[config.mk]
export PLATFORM = sky130hd
export DESIGN_NAME = fft_request_arbiter_flat
export DESIGN_NICKNAME = d
export VERILOG_FILES = /design/src/rtl/fft_request_arbiter_if.sv /design/src/rtl/fft_request_arbiter.sv /design/src/flat_wrapper.sv
export SDC_FILE = /design/constraint.sdc
export NUM_CORES = 1
export LEC_CHECK = 0
export CORE_AREA = 2 2 134 136
export DETAILED_ROUTE_END_ITERATION = 8
export DIE_AREA = 0 0 136 138
export PLACE_DENSITY = 0.6
export SYNTH_ARGS = -nofsm -noshare
export SYNTH_HDL_FRONTEND = slang
export SYNTH_SLANG_ARGS = --single-unit
[constraint.sdc]
create_clock -name clk -period 2.14 [get_ports clk]
set_input_delay 0.428 -clock clk [delete_from_list [all_inputs] [get_ports clk]]
set_output_delay 0.428 -clock clk [all_outputs]
set_load 0.05 [all_outputs]
[src/rtl/fft_request_arbiter_if.sv]
// Requester / FFT-engine bus of fft_request_arbiter.
// The master modport is the arbiter's view. The slave modport is the clients' and engine's view.
interface fft_request_arbiter_if #(
  parameter int NUM_REQ = 4,
  parameter int DATA_W  = 16
);
  logic [NUM_REQ-1:0]          req;
  logic [NUM_REQ*4*DATA_W-1:0] req_row_data;
  logic [1:0]                  row_idx;
  logic [NUM_REQ-1:0]          grant;
  logic [NUM_REQ-1:0]          ack;
  logic [NUM_REQ-1:0]          err;
  logic                        busy;
  logic                        fft_start;
  logic                        fft_row_valid;
  logic [4*DATA_W-1:0]         fft_row_data;
  logic                        fft_done;

  modport master (
    input  req, req_row_data, fft_done,
    output row_idx, grant, ack, err, busy, fft_start, fft_row_valid, fft_row_data
  );

  modport slave (
    output req, req_row_data, fft_done,
    input  row_idx, grant, ack, err, busy, fft_start, fft_row_valid, fft_row_data
  );
endinterface

[src/rtl/fft_request_arbiter.sv]
// Round-robin arbiter/sequencer sharing one 4x4 2D FFT engine between NUM_REQ requesters.
// Define FFT_ARB_TIMEOUT_EN to abort a stalled WAIT with err after TIMEOUT_CYC cycles.
module fft_request_arbiter #(
  parameter int NUM_REQ     = 4,
  parameter int DATA_W      = 16,
  parameter int TIMEOUT_CYC = 64
) (
  input  logic                  clk,
  input  logic                  reset_n,
  fft_request_arbiter_if.master bus
);
  // state   | meaning
  // IDLE    | no owner, arbitrate among pending requests
  // LOAD    | stream rows 0..3 of the owner into the engine
  // WAIT    | wait for fft_done
  // RELEASE | ack/err pulse visible, grant cleared on exit
  typedef enum logic [1:0] {IDLE, LOAD, WAIT, RELEASE} state_t;

  localparam int ROW_W = 4 * DATA_W;
  localparam int IDX_W = (NUM_REQ > 1) ? $clog2(NUM_REQ) : 1;

  state_t             state_q, state_d;
  logic [IDX_W-1:0]   rr_ptr_q, rr_ptr_d, owner_q, owner_d, pick_idx;
  logic               pick_found;
  logic [NUM_REQ-1:0] grant_q, grant_d, ack_q, ack_d, err_q, err_d;
  logic               busy_q, busy_d, start_q, start_d, row_valid_q, row_valid_d;
  logic [1:0]         row_idx_q, row_idx_d;
`ifdef FFT_ARB_TIMEOUT_EN
  localparam int TIMER_W = $clog2(TIMEOUT_CYC + 1);
  logic [TIMER_W-1:0] timer_q, timer_d;
`endif

  // first pending requester at or after rr_ptr, with wrap
  always_comb begin
    pick_found = 1'b0;
    pick_idx   = '0;
    for (int i = 0; i < NUM_REQ; i++) begin
      if (!pick_found && bus.req[(int'(rr_ptr_q) + i) % NUM_REQ]) begin
        pick_found = 1'b1;
        pick_idx   = IDX_W'((int'(rr_ptr_q) + i) % NUM_REQ);
      end
    end
  end

  always_comb begin
    state_d     = state_q;
    rr_ptr_d    = rr_ptr_q;
    owner_d     = owner_q;
    grant_d     = grant_q;
    ack_d       = '0;
    err_d       = '0;
    busy_d      = busy_q;
    start_d     = 1'b0;
    row_valid_d = row_valid_q;
    row_idx_d   = row_idx_q;
`ifdef FFT_ARB_TIMEOUT_EN
    timer_d     = timer_q;
`endif
    case (state_q)
      IDLE: begin
        if (pick_found) begin
          owner_d     = pick_idx;
          grant_d     = NUM_REQ'(1) << pick_idx;
          busy_d      = 1'b1;
          start_d     = 1'b1;
          row_valid_d = 1'b1;
          row_idx_d   = 2'd0;
          state_d     = LOAD;
        end
      end
      LOAD: begin
        if (row_idx_q == 2'd3) begin
          row_valid_d = 1'b0;
          row_idx_d   = 2'd0;
`ifdef FFT_ARB_TIMEOUT_EN
          timer_d     = TIMER_W'(TIMEOUT_CYC);
`endif
          state_d     = WAIT;
        end else begin
          row_idx_d = row_idx_q + 2'd1;
        end
      end
      WAIT: begin
        // fft_done wins over a timeout reached in the same cycle
        if (bus.fft_done) begin
          ack_d   = grant_q;
          state_d = RELEASE;
        end
`ifdef FFT_ARB_TIMEOUT_EN
        else if (timer_q == '0) begin
          err_d   = grant_q;
          state_d = RELEASE;
        end else begin
          timer_d = timer_q - 1'b1;
        end
`endif
      end
      RELEASE: begin
        grant_d  = '0;
        busy_d   = 1'b0;
        rr_ptr_d = (owner_q == IDX_W'(NUM_REQ - 1)) ? '0 : owner_q + 1'b1;
        state_d  = IDLE;
      end
      default: state_d = IDLE;
    endcase
  end

  always_ff @(posedge clk or negedge reset_n) begin
    if (!reset_n) begin
      state_q     <= IDLE;
      rr_ptr_q    <= '0;
      owner_q     <= '0;
      grant_q     <= '0;
      ack_q       <= '0;
      err_q       <= '0;
      busy_q      <= 1'b0;
      start_q     <= 1'b0;
      row_valid_q <= 1'b0;
      row_idx_q   <= 2'd0;
`ifdef FFT_ARB_TIMEOUT_EN
      timer_q     <= '0;
`endif
    end else begin
      state_q     <= state_d;
      rr_ptr_q    <= rr_ptr_d;
      owner_q     <= owner_d;
      grant_q     <= grant_d;
      ack_q       <= ack_d;
      err_q       <= err_d;
      busy_q      <= busy_d;
      start_q     <= start_d;
      row_valid_q <= row_valid_d;
      row_idx_q   <= row_idx_d;
`ifdef FFT_ARB_TIMEOUT_EN
      timer_q     <= timer_d;
`endif
    end
  end

  // row mux follows the registered grant, so it is zero whenever idle
  always_comb begin
    bus.fft_row_data = '0;
    for (int k = 0; k < NUM_REQ; k++) begin
      if (grant_q[k]) bus.fft_row_data = bus.fft_row_data | bus.req_row_data[k*ROW_W +: ROW_W];
    end
  end

  assign bus.grant         = grant_q;
  assign bus.ack           = ack_q;
  assign bus.err           = err_q;
  assign bus.busy          = busy_q;
  assign bus.fft_start     = start_q;
  assign bus.fft_row_valid = row_valid_q;
  assign bus.row_idx       = row_idx_q;
endmodule
[src/flat_wrapper.sv]
// flat-port wrapper written by rule: the top's interface ports become plain ports
module fft_request_arbiter_flat 
#(
  parameter int NUM_REQ     = 4,
  parameter int DATA_W      = 16,
  parameter int TIMEOUT_CYC = 64
)
  (clk, reset_n, bus_req, bus_req_row_data, bus_fft_done, bus_row_idx, bus_grant, bus_ack, bus_err, bus_busy, bus_fft_start, bus_fft_row_valid, bus_fft_row_data);
  fft_request_arbiter_if #(.NUM_REQ(NUM_REQ), .DATA_W(DATA_W)) bus_i ();
  input  logic clk;
  input  logic reset_n;
  input wire logic [$bits(bus_i.req)-1:0] bus_req;
  input wire logic [$bits(bus_i.req_row_data)-1:0] bus_req_row_data;
  input wire logic [$bits(bus_i.fft_done)-1:0] bus_fft_done;
  output wire logic [$bits(bus_i.row_idx)-1:0] bus_row_idx;
  output wire logic [$bits(bus_i.grant)-1:0] bus_grant;
  output wire logic [$bits(bus_i.ack)-1:0] bus_ack;
  output wire logic [$bits(bus_i.err)-1:0] bus_err;
  output wire logic [$bits(bus_i.busy)-1:0] bus_busy;
  output wire logic [$bits(bus_i.fft_start)-1:0] bus_fft_start;
  output wire logic [$bits(bus_i.fft_row_valid)-1:0] bus_fft_row_valid;
  output wire logic [$bits(bus_i.fft_row_data)-1:0] bus_fft_row_data;
  assign bus_i.req = bus_req;
  assign bus_i.req_row_data = bus_req_row_data;
  assign bus_i.fft_done = bus_fft_done;
  assign bus_row_idx = bus_i.row_idx;
  assign bus_grant = bus_i.grant;
  assign bus_ack = bus_i.ack;
  assign bus_err = bus_i.err;
  assign bus_busy = bus_i.busy;
  assign bus_fft_start = bus_i.fft_start;
  assign bus_fft_row_valid = bus_i.fft_row_valid;
  assign bus_fft_row_data = bus_i.fft_row_data;
  fft_request_arbiter #(.NUM_REQ(NUM_REQ), .DATA_W(DATA_W), .TIMEOUT_CYC(TIMEOUT_CYC)) u_core (.clk(clk), .reset_n(reset_n), .bus(bus_i));
endmodule
==> report_table.html <==
<table>
<tr><th>Metric</th><th>Value</th></tr>
<tr><th colspan="2">Floorplan</th></tr>
<tr><td>Initial Utilization</td><td>0.1298</td></tr>
<tr><td>Core box area</td><td>0.01753 sq mm</td></tr>
<tr><td># rows</td><td>49</td></tr>
<tr><td>Total Die Area</td><td>0.01877 sq mm</td></tr>
<tr><td>Die boundary height</td><td>138 microns</td></tr>
<tr><td>Total I/O pin count</td><td>344</td></tr>
<tr><td>Horizontal die dimension</td><td>136 microns</td></tr>
<tr><th colspan="2">STA</th></tr>
<tr><td>Setup repair after global routing missed its margin</td><td>false</td></tr>
<tr><td>Worst rel slew slack</td><td>0.6589</td></tr>
<tr><td>Final setup violating endpoints</td><td>0</td></tr>
<tr><td>Final setup TNS</td><td>0 ns</td></tr>
<tr><td>Worst Tran Pin Value</td><td>0.5100 ns</td></tr>
<tr><td>Count of pins over their slew limit</td><td>0</td></tr>
<tr><td>Final Hold Fails</td><td>0</td></tr>
<tr><td>Period utilization</td><td>0.9576</td></tr>
<tr><td>Max Freq</td><td>0.4880 GHz</td></tr>
<tr><td>Minimum clock period</td><td>2.049 ns</td></tr>
<tr><td>Clk_skew</td><td>0.005214 ns</td></tr>
<tr><td>Setup ws final</td><td>0.09063 ns</td></tr>
<tr><th colspan="2">Worst setup path</th></tr>
<tr><td>Data arrival, critical path</td><td>1.62 ns</td></tr>
<tr><td>Critical Path Sink Type</td><td>output pin</td></tr>
<tr><td>Required time of the critical path</td><td>1.71 ns</td></tr>
<tr><td>Startpoint types</td><td>register</td></tr>
<tr><td>Worst Path Max Fanout</td><td>41</td></tr>
<tr><td>WS Path Type</td><td>register to output pin</td></tr>
<tr><th colspan="2">Global route</th></tr>
<tr><td>Largest net degree at the start of global routing</td><td>44</td></tr>
<tr><td>Via count of the first global-routing pass</td><td>3,823</td></tr>
<tr><td>Grt total ovfl</td><td>0</td></tr>
<tr><td>First-pass GRT wire length</td><td>21,820 microns</td></tr>
<tr><td>Total track usage</td><td>0.1461</td></tr>
<tr><td>Initial antenna violation count</td><td>0</td></tr>
<tr><th colspan="2">Pwr</th></tr>
<tr><td>Internal power consumption</td><td>4.418 mW</td></tr>
<tr><td>Register share of total power</td><td>0.068</td></tr>
<tr><td>Sw Share</td><td>0.5157</td></tr>
<tr><td>Power per Cell Area</td><td>1360 mW/mm^2</td></tr>
<tr><td>Clock network fraction of design power</td><td>0.042</td></tr>
<tr><td>Net Switching</td><td>4.704 mW</td></tr>
<tr><td>Worst vdd rail ir drop</td><td>0.7932 mV</td></tr>
<tr><td>Reported leakage power</td><td>2.747 nW</td></tr>
<tr><td>Proportion of power drawn by combinational gates</td><td>0.890</td></tr>
<tr><th colspan="2">Drt</th></tr>
<tr><td>Total iterations of the first detailed-routing run</td><td>4</td></tr>
<tr><td>Vias per cell</td><td>4.403</td></tr>
<tr><td>Via total after detailed routing</td><td>3,800</td></tr>
<tr><td>Drt first-iter violations</td><td>178</td></tr>
<tr><td>Number of DRC violations after detailed routing</td><td>0</td></tr>
<tr><td>Routed WL</td><td>14,720 microns</td></tr>
<tr><td>WL/cell</td><td>17.06 microns</td></tr>
<tr><td>Remaining antenna violation count after routing</td><td>0</td></tr>
<tr><th colspan="2">Cells and area</th></tr>
<tr><td>Commonest non-fill, non-tap cells in the layout</td><td>sky130_fd_sc_hd__clkdlybuf4s50_1, sky130_fd_sc_hd__a22oi_1, sky130_fd_sc_hd__buf_12, sky130_fd_sc_hd__nand2_1, sky130_fd_sc_hd__dfrtp_1</td></tr>
<tr><td>Most common cell after layout, fill and taps aside</td><td>sky130_fd_sc_hd__clkdlybuf4s50_1</td></tr>
<tr><td>Number of antenna repair diodes</td><td>0</td></tr>
<tr><td>Fraction of layout instances using a drive strength above 1</td><td>0.1467</td></tr>
<tr><td>Total number of nets in the final design</td><td>905</td></tr>
<tr><td>Area delta synth-&gt;final</td><td>194.7%</td></tr>
<tr><th colspan="2">CTS</th></tr>
<tr><td>CTS buffer count</td><td>3</td></tr>
<tr><td>Root cell of the clock tree</td><td>sky130_fd_sc_hd__clkbuf_16</td></tr>
<tr><td>Post-cts repair resize count</td><td>0</td></tr>
<tr><td>Max Root-Sink Buffers</td><td>2</td></tr>
<tr><td>Later-pin clock latency in the skew report</td><td>0.25 ns</td></tr>
<tr><td>Clock slew seen by the registers of the worst setup and hold paths</td><td>0.06 ns</td></tr>
<tr><td>Hold bufs inserted after CTS</td><td>0</td></tr>
<tr><td>Post-CTS setup buffers</td><td>0</td></tr>
<tr><td>TritonCTS clock tree</td><td>done</td></tr>
<tr><td>H-tree Lvls</td><td>1</td></tr>
<tr><td>Clock Sink Count</td><td>19</td></tr>
<tr><th colspan="2">Yosys</th></tr>
<tr><td>Most used DFF post-synth</td><td>sky130_fd_sc_hd__dfrtp_1</td></tr>
<tr><td>Post-synthesis cell area</td><td>0.002276 sq mm</td></tr>
<tr><td>Yosys Warn Count</td><td>0</td></tr>
<tr><td>Sequential area share after synthesis</td><td>0.2089</td></tr>
<tr><td>Post-synthesis cell count</td><td>310</td></tr>
<tr><td>Most area-consuming cells after synthesis</td><td>sky130_fd_sc_hd__a22oi_1, sky130_fd_sc_hd__dfrtp_1, sky130_fd_sc_hd__nand2_1</td></tr>
<tr><td>Mapped Avg Cell Area</td><td>7.342 sq um</td></tr>
<tr><td>Synthesized flop and latch total</td><td>19</td></tr>
<tr><td>Post-synth EDFFs</td><td>0</td></tr>
<tr><td>Post-synth cell types</td><td>34</td></tr>
<tr><td>Area fraction of the dominant cell type after synthesis</td><td>0.4222</td></tr>
<tr><td>Biggest area consumer among synthesized cells</td><td>sky130_fd_sc_hd__a22oi_1</td></tr>
<tr><td>Async SR Flop Fraction</td><td>1.000</td></tr>
<tr><th colspan="2">Place</th></tr>
<tr><td>Post-Place Setup Slack</td><td>0.1161 ns</td></tr>
<tr><td>Post-DP HPWL</td><td>11,840 microns</td></tr>
<tr><td>Routability-driven placement congestion ratio</td><td>0.7610</td></tr>
<tr><td>Number of buffers added on ports</td><td>339</td></tr>
<tr><th colspan="2">Min path</th></tr>
<tr><td>Type of the worst min-delay path</td><td>register to register</td></tr>
<tr><th colspan="2">Outcome</th></tr>
<tr><td>Outcome</td><td>complete, no violations</td></tr>
<tr><th colspan="2">Run</th></tr>
<tr><td>Max-cap violations</td><td>0</td></tr>
</table>
-- worst max-delay path, cell delays in order (launching register included) --
cell                      delay (ns)
sky130_fd_sc_hd__dfrtp_2        0.42
sky130_fd_sc_hd__buf_12         0.18
sky130_fd_sc_hd__a22oi_1        0.39
sky130_fd_sc_hd__nand2_1        0.16
sky130_fd_sc_hd__buf_12         0.18
-- power by group through the flow --
stage / logic, mW / clock network, mW / registers (mW)
after floorplan: 3.78 / 0 / 0.848
after detailed placement: 8.18 / 0 / 0.627
after global routing: 8.52 / 0.412 / 0.642
after CTS: 8.20 / 0.393 / 0.624
final: 8.12 / 0.381 / 0.621
after global placement: 8.15 / 0 / 0.624
-- stage by stage --
| step | hold WS (ns) | power, mW | utilization | cell area, sq um | instances |
|---|---|---|---|---|---|
| 2_1_floorplan | 0.1324 | 4.629 | - | 2287 | 313 |
| 3_3_place_gp | 0.4759 | 8.771 | 0.3779 | 6626 | 859 |
| 3_5_place_dp | 0.4850 | 8.803 | 0.3779 | 6626 | 859 |
| 4_1_cts | 0.5043 | 9.220 | 0.3825 | 6706 | 863 |
| 5_1_grt | 0.5450 | 9.569 | 0.3825 | 6706 | 863 |
| 6_report | 0.4978 | 9.122 | 0.3825 | 6706 | 863 |
-- final cells by class --
type,count,area [sq um]
Multi-Input combinational cell,255,1647
Inverter,7,26.28
Clock buffer,3,75.07
Timing Repair Buffer,349,4187
Sequential cell,19,480.5
Fill cell,1758,10830
Tap cell,229,286.5
Clock inverter,1,5.005
-- cells in the mapped netlist (3+ instances only) --
cell type	number
sky130_fd_sc_hd__and3_1	4
sky130_fd_sc_hd__o21ai_0	7
sky130_fd_sc_hd__a21oi_1	6
sky130_fd_sc_hd__ha_1	7
sky130_fd_sc_hd__buf_4	4
sky130_fd_sc_hd__buf_1	11
sky130_fd_sc_hd__inv_1	7
sky130_fd_sc_hd__dfrtp_1	19
sky130_fd_sc_hd__clkbuf_1	14
sky130_fd_sc_hd__nor2_1	7
sky130_fd_sc_hd__a22oi_1	128
sky130_fd_sc_hd__nand2_1	69
sky130_fd_sc_hd__a32o_1	4
sky130_fd_sc_hd__buf_2	3
-- metal layers --
metal  vias to the layer above  wire length, microns  track usage
met2                       179                  7325       0.2613
met4                         0                   201      0.02357
met5                         -                     0            0
met3                        16                  1264      0.03300
li1                       1846                     -            -
met1                      1759                  5930       0.1799
-- cells by family after synthesis --
family | share of synthesized area
fa+ha+maj | 0.03848
compound gates | 0.4915
other cells | 0.001648
buf+inv | 0.07257
simple gates | 0.1754
mux | 0.01154
flops | 0.2089
-- worst paths after layout --
check                                         start                   end  slack, ns  cells after the start
worst min register to register    u_core.owner_q[1]     u_core.owner_q[1]       0.50                      2
min in group asynchronous                   reset_n  u_core.bus.fft_start       0.51                      2
worst max register to register    u_core.state_q[0]   u_core.bus.grant[1]       0.51                      5
max in group asynchronous                   reset_n   u_core.bus.grant[1]       1.41                      2
worst max-delay path            u_core.bus.grant[0]  bus_fft_row_data[34]       0.09                      4
worst min-delay path              u_core.owner_q[1]     u_core.owner_q[1]       0.50                      2
-- state kept, by name, indices dropped and copies added, names as in the netlist --
name / count
u_core.bus.ack: 4
u_core.bus.busy: 1
u_core.bus.fft_row_valid: 1
u_core.bus.fft_start: 1
u_core.bus.grant: 4
u_core.bus.row_idx: 2
u_core.owner_q: 2
u_core.rr_ptr_q: 2
u_core.state_q: 2
(Power assumes the default switching activity.)
==> edit (same flow settings) <==
`DATA_W` is set to 16 in 3 places; all go to 12.
--- a/src/rtl/fft_request_arbiter_if.sv
+++ b/src/rtl/fft_request_arbiter_if.sv
@@ -4,3 +4,3 @@
   parameter int NUM_REQ = 4,
-  parameter int DATA_W  = 16
+  parameter int DATA_W  = 12
 );
--- a/src/rtl/fft_request_arbiter.sv
+++ b/src/rtl/fft_request_arbiter.sv
@@ -4,3 +4,3 @@
   parameter int NUM_REQ     = 4,
-  parameter int DATA_W      = 16,
+  parameter int DATA_W      = 12,
   parameter int TIMEOUT_CYC = 64
--- a/src/flat_wrapper.sv
+++ b/src/flat_wrapper.sv
@@ -4,3 +4,3 @@
   parameter int NUM_REQ     = 4,
-  parameter int DATA_W      = 16,
+  parameter int DATA_W      = 12,
   parameter int TIMEOUT_CYC = 64
Interface: changed (resized bus_fft_row_data and bus_req_row_data); port bits go from 344 to 264. The function was not compared with the original's and may differ.
==> edit against the original RTL <==
Count of clock-buffer cells in the layout unchanged; worst hold slack improved by 3.6 ps; worst setup slack better by 55 ps; global-route usage fell by 3.0 points; sequential cell count did not move; design area shrank 19%; largest cell class unchanged; highest routed layer unchanged; total power decreased by 20%; area after synthesis shrank 14%; core utilization down 7.4 points; largest power group unchanged; wire length decreased by 20%.
==> edit: results (changes against the original RTL) <==
The total length of routed wires came out at 11700 um (-20%). The placer congestion estimate came out at 0.773 (+1.6%). The wire length of the first global-routing pass came out at 17300 um (-21%). The via count of the first global-routing pass came to 3171 (-17%). The maximum cell stage delay along the critical path is 520 ps (+100 ps). The cell area reported after detailed placement came to 0.00532 mm2 (-20%). The largest fanout of any net on the critical path came to 24 (-41%). The worst clock skew on the final layout was 3.38 ps (-1.83 ps). The switching portion of total power came out at 50.9% (-0.69 points).

The total instance count after detailed placement is 730 (-15%). The minimum setup slack after placement is 114 ps (-1.79 ps). The fraction of layout instances using a drive strength above 1 is 14.9% (+0.18 points).

The initial DRC count is 113 (-37%). The static leakage is 2.21 nW (-20%). The level count of the clock H-tree is 1 (unchanged). The mean instance size in the synthesized netlist came out at 7.58 um2 (+3.3%). The adder-cell area share of the yosys netlist is 4.48% (+0.63 points).

The multiplexer share of the synthesized area came out at 1.34% (+0.19 points). The async set or reset register ratio after synthesis is 100% (unchanged). The maximum number of pins on one net before global-route repair is 46 (+4.5%). The tightest min-delay check is of the reg -> reg type. The number of antenna violations at the first check in global routing is 1 (+1).

The net count reported at finish is 712 (-21%). After synthesis, the cell types taking the most area are sky130_fd_sc_hd__a22oi_1, sky130_fd_sc_hd__dfrtp_1, sky130_fd_sc_hd__nand2_1, sky130_fd_sc_hd__clkbuf_1, sky130_fd_sc_hd__ha_1. The count of input and output buffers came out at 259 (-24%).

The post-detailed-route wirelength per cell came out at 16.0 um (-6.4%). The post-DP HPWL came out at 9640 um (-19%). The worst vdd rail ir drop came to 0.000744 V (-6.2%). The count of final hold-check violations came out at 0 (unchanged). The transition at the pin with the smallest max-transition slack came to 534 ps (+24.2 ps).

The share of the synthesized area in compound gates (AO/OA/AOI/OAI) came out at 44.9% (-4.3 points). The fill cell instance count of the final layout came to 1835 (+4.4%). The unique cell type count in the Yosys netlist came to 32 (-5.9%). Ranked by instance count, the synthesized netlist is headed by sky130_fd_sc_hd__a22oi_1, sky130_fd_sc_hd__nand2_1, sky130_fd_sc_hd__clkbuf_1, sky130_fd_sc_hd__dfrtp_1. The overall global routing resource usage came out at 11.7% (-3.0 points). The slowest stage of the critical path belongs to the cell sky130_fd_sc_hd__dfrtp_2.

The critical path arrival is 1570 ps (-50 ps). The flow ran to the end, and the final reports show no timing, DRC or antenna violations. The total number of vias is 3049 (-20%).
edit: changes by cell type in the layout (fill, tap and decap cells not counted), sizes merged:
cell,before,now
buf,78,60
a22oi,128,96
clkdlybuf4s50,271,208
nand2,69,53
diode,0,1
edit: power by group through the flow:
stage	clock [mW]	combinational (mW)	sequential (mW)
3_3_place_gp	0	6.29	0.684
2_1_floorplan	0	2.97	0.841
3_5_place_dp	0	6.30	0.687
4_1_cts	0.390	6.32	0.686
6_report	0.378	6.25	0.682
5_1_grt	0.405	6.58	0.707
edit: final timing paths:
check | startpoint | endpoint | slack, ps
max | u_core.bus.grant[1] | bus_fft_row_data[31] | 150
min | u_core.owner_q[1] | u_core.owner_q[1] | 500
max reg2reg | u_core.state_q[0] | u_core.bus.grant[1] | 500
min reg2reg | u_core.owner_q[1] | u_core.owner_q[1] | 500
max in group asynchronous | reset_n | u_core.bus.grant[3] | 1400
min in group asynchronous | reset_n | u_core.bus.ack[3] | 520
edit: layer usage:
metal  track usage (%)  vias to the layer above  share of wire [%]
li1                  -                     1479                  -
met1              13.8                     1407                 39
met2              21.1                      153                 49
met3              3.15                       10                 11
met4              1.97                        0                1.0
met5                 0                        -                  0
edit: cells by family after synthesis:
| family | after synthesis |
|---|---|
| AOI/OAI and AO/OA | 119 |
| and+or+nand+nor | 75 |
| buffers and inverters | 35 |
| DFF | 19 |
| adders and majority gates | 7 |
| muxes | 2 |
| other | 1 |
edit: cell type report:
cell class / instances / area [um2] / area share [%]
sequential: 19 / 480 / 8.89
inverter: 7 / 26.3 / 0.486
clock inverter: 1 / 5.00 / 0.0926
tap: 229 / 287 / 5.30
antenna: 1 / 2.50 / 0.0463
multi-input combinational: 207 / 1350 / 24.9
timing repair buffer: 268 / 3180 / 58.9
clock buffer: 3 / 75.1 / 1.39
